$ cat src/rtl/or16bit.sv
// or16bit: bitwise OR built from 2-input NAND cells, with a
// valid-qualified registered copy and a reduction-OR flag.
module or16bit #(
  parameter int WIDTH = 16
) (
  input  logic             clk,
  input  logic             rst_n,
  input  logic [WIDTH-1:0] inA,
  input  logic [WIDTH-1:0] inB,
  input  logic             in_valid,
  output logic [WIDTH-1:0] out,
  output logic [WIDTH-1:0] out_q,
  output logic             out_valid,
  output logic             any_q
);

  // Per-bit OR cell: y = NAND(NAND(a,a), NAND(b,b)).
  for (genvar i = 0; i < WIDTH; i++) begin : g_bit
    logic na;
    logic nb;
    assign na     = ~(inA[i] & inA[i]);
    assign nb     = ~(inB[i] & inB[i]);
    assign out[i] = ~(na & nb);
  end

  always_ff @(posedge clk or negedge rst_n) begin
    if (!rst_n) begin
      out_q     <= '0;
      any_q     <= 1'b0;
      out_valid <= 1'b0;
    end else begin
      out_valid <= in_valid;
      if (in_valid) begin
        out_q <= out;
        any_q <= |out;
      end
    end
  end

endmodule

$ cat config.mk
export PLATFORM = sky130hd
export DESIGN_NAME = or16bit
export DESIGN_NICKNAME = d
export VERILOG_FILES = /design/src/rtl/or16bit.sv
export SDC_FILE = /design/constraint.sdc
export NUM_CORES = 1
export LEC_CHECK = 0
export BUFFER_PORTS_ARGS = -buffer_cell sky130_fd_sc_hd__buf_2
export CAP_MARGIN = 15
export CORE_MARGIN = 4
export CORE_UTILIZATION = 41
export DETAILED_ROUTE_END_ITERATION = 8
export PLACE_DENSITY_LB_ADDON = 0.12
export SYNTH_ARGS = -nofsm -noshare
export SYNTH_HDL_FRONTEND = slang
export SYNTH_SLANG_ARGS = --single-unit
$ cat constraint.sdc
create_clock -name clk -period 1.98 [get_ports clk]
set_input_delay 0.396 -clock clk [delete_from_list [all_inputs] [get_ports clk]]
set_output_delay 0.396 -clock clk [all_outputs]
set_load 0.005 [all_outputs]
After elaboration in Yosys (flattened, before gate mapping)
Index checks and enable logic that the tools add are counted.
- bitwise logic cells: 64
- reductions and logical operators: 1
- operators with widths (cell ; count):
    1-bit NOT ; 48
    1-bit bitwise AND ; 16
    16-bit OR reduction ; 1
- input bits: 35
- word-level logic and storage cells: 68
- register bits after elaboration: 18
- output and inout port bits: 34

Longest topological paths before layout
- word-level depth: 4
- gate-level depth with buffers: 4
- depth with buffers taken out: 3

Worst setup path after synthesis
OpenSTA, ideal clock, no wires.
- path type: input to register
- start: in in_valid
- end: reg out_q[2]
- setup slack: 920 ps
- required time: 1855 ps
- cell stages on the path: 3
- path buffers: 2
- arrival time: 935 ps
- setup time: 125 ps
- path through: buf_6 buf_12 mux2_4
- RTL lines (element ; RTL line ; source):
    start: declaration ; 10 ; input logic in_valid,
    end signal: assignment ; 34 ; out_q <= out;
    end: declaration ; 12 ; output logic [WIDTH-1:0] out_q,
No word-level cell between the ends.

Final worst setup path
- start: in inB[3]
- end: out out[3]
- word-level cells in the longest chain between the ends: 3
- ends and longest elaborated chain (element ; RTL line ; source):
    start: declaration ; 9 ; input logic [WIDTH-1:0] inB,
    1-bit NOT ; 22 ; assign nb = ~(inB[i] & inB[i]);
    1-bit bitwise AND ; 23 ; assign out[i] = ~(na & nb);
    1-bit NOT ; 23 ;
    end: declaration ; 11 ; output logic [WIDTH-1:0] out,
Every way passes these cells.

==> results_dict.tcl <==
set metrics [dict create \
    intPower_w 0.000568 \
    num_vias 786 \
    start_util_pct 43.9 \
    grt_overflow 0 \
    drv_slew 0 \
    post_drt_wl_per_cell_um 13.7 \
    ys_ff_latch 18 \
    core_area_sq_um 1980 \
    crit_family "simple AND/OR/NAND/NOR gates" \
    switching_share_pct 24.9 \
    critPathCaptureType "primary output" \
    ctsResizeCount 0 \
    cts_hold_buffers 0 \
    tightest_slew_ns 0.479 \
    synth_area_sq_um 870 \
    slew_headroom_pct 68.1 \
    clk_latency_ns 0.28 \
    synth_area_per_cell_sq_um 13.6 \
    worstPathMaxFanout 2 \
    worst_path_most_repeated_cell "buf_2" \
    cp-start-kind "input port" \
    status "complete, no violations" \
    synth.distinct_cells 10 \
    grt_pass1_vias 773 \
    path_cells "buf_2, or2_1, buf_2" \
    drt-total-wl_um 2190 \
    cap_violations 0 \
    hold-worst-slack_ns 0.0194 \
    antenna_found_initial 0 \
    power_frac_clock_pct 23.0 \
    postCtsSetupBuffers 0 \
    fin_util_pct 62.3 \
    hp-class "input port to asynchronous set/reset pin" \
    syn_nets 99 \
    die_x_um 54.1 \
    fill_cells 178 \
    ys_seq_area_share_pct 51.8 \
    seq_power_share_pct 54.7 \
    viasPerCell 4.91 \
    grt_pass1_wl_um 3420 \
    cp.arrival_ns 0.88 \
    synthCells 64 \
    drive_gt1_share_pct 65.4 \
    synth_warnings 0 \
    cp_num_buf_inv 2 \
    port_buffers 68 \
    fmax_mhz 781 \
    cts.clk_slew.worst_paths_ns 0.09 \
    setup-violations-final 0 \
    fp.dieArea_sq_um 2920 \
    route.detailed.drc 0 \
    fin_skew_ns 0 \
    rows 16 \
    htreeDepth 1 \
    drtPass1Iterations 3 \
    max_stage_delay_ns 0.25 \
    finalSetupTns_ns 0 \
    min_period_ns 1.28 \
    p_switching_w 0.000188 \
    grt_start_max_net_pins 20 \
    place_ws_ns 0.631 \
    die_y_um 54.1 \
    combPwrFrac_pct 22.3 \
    gp_congestion 0.688 \
    drtIter0Drc 4 \
    rsz0062_at_grt "false" \
    power_w 0.000755 \
    place_hpwl_um 1850 \
    power_density_nw_per_um2 612 \
    p_leak_nw 0.571 \
    critPathRequiredTime_ns 1.58 \
    io-pin-count 69 \
    regToRegSetupSlack_ns 1.21 \
    hold_viol_final 0 \
    ir_drop_mv 0.324 \
    cp_slowest_cell "or2_1" \
    antenna_left 0 \
    area_growth_pct 42.0 \
    crit_type "input port to primary output" \
    layout.nets 170 \
    fin_crit_sh_pct 64.6 \
    cts_tree "yes" \
    cts.root.buffer_cell "clkbuf_4" \
    numClockSinks 18 \
    ctsLongestPathBuffers 2 \
    track_usage_pct 16.7 \
    n_antenna_cell 0 \
    setup_slack_ns 0.700 \
    cts_made_buffers 3 \
]
## power groups by stage
| stage | combinational [W] | clock (W) | sequential [W] |
|---|---|---|---|
| 2_1_floorplan | 0.0000722 | 0 | 0.000423 |
| 3_3_place_gp | 0.000168 | 0 | 0.000418 |
| 3_5_place_dp | 0.000172 | 0 | 0.000420 |
| 4_1_cts | 0.000172 | 0.000183 | 0.000414 |
| 5_1_grt | 0.000188 | 0.000201 | 0.000418 |
| 6_report | 0.000168 | 0.000174 | 0.000413 |
## Yosys cell counts, drive strengths merged
cell / n / area [sq um]
mux2: 16 / 210
nor2: 1 / 3.75
and4: 2 / 17.5
nor4: 8 / 50.1
a31oi: 1 / 6.26
buf: 2 / 31.3
or2: 16 / 100
dfrtp: 18 / 450
## sequential cells by signal, indices dropped and copies added, names as in the netlist
register and count:
out_valid 1, out_q 16, any_q 1
## metrics by stage
stage | instance area (sq um) | cells
final | 1230 | 160
after global routing | 1230 | 160
after CTS | 1230 | 160
after detailed placement | 1210 | 157
after global placement | 1210 | 157
after floorplan | 870 | 64
## worst paths after layout
| path | from | to | cells past startpoint |
|---|---|---|---|
| max | inB[3] | out[3] | 3 |
| max reg2reg | out_q[5] | out_q[5] | 1 |
| min reg2reg | out_q[12] | out_q[12] | 1 |
| min in group clk | inA[8] | out_q[8] | 3 |
| min | rst_n | out_q[4] | 1 |
| max in group asynchronous | rst_n | out_q[5] | 1 |
## routing by layer
metal / global-route usage [%] / up-vias / share of wire (%)
met4: 6.22 / 0 / 0.73
met2: 30.0 / 37 / 52
met3: 4.71 / 4 / 8.4
li1: - / 376 / -
met1: 18.5 / 369 / 39
met5: 0 / - / 0
## layout make-up
class                           count  area, sq um  area share [%]
Clock buffer                        3         22.5            1.82
Multi-Input combinational cell     44          388            31.4
Sequential cell                    18          450            36.5
Tap cell                           27         33.8            2.74
Timing Repair Buffer               68          340            27.6
## kinds of logic (layout without fill, tap and decap cells)
family	count (synthesis)	in the layout	share of synthesized area [%]
flops	18	18	51.8
compound gates	1	1	0.720
buf+inv	2	71	3.60
mux	16	16	24.2
simple gates	27	27	19.7
## cell usage in the layout, fill, tap and decap left out
cell / synthesis / final
nor2_1: 1 / 1
mux2_4: 8 / 8
buf_2: 0 / 68
mux2_2: 8 / 8
and4_1: 2 / 2
clkbuf_4: 0 / 3
a31oi_1: 1 / 1
nor4_1: 8 / 8
dfrtp_1: 18 / 18
or2_1: 16 / 16
No activity file was read; power rests on OpenSTA's default activity.
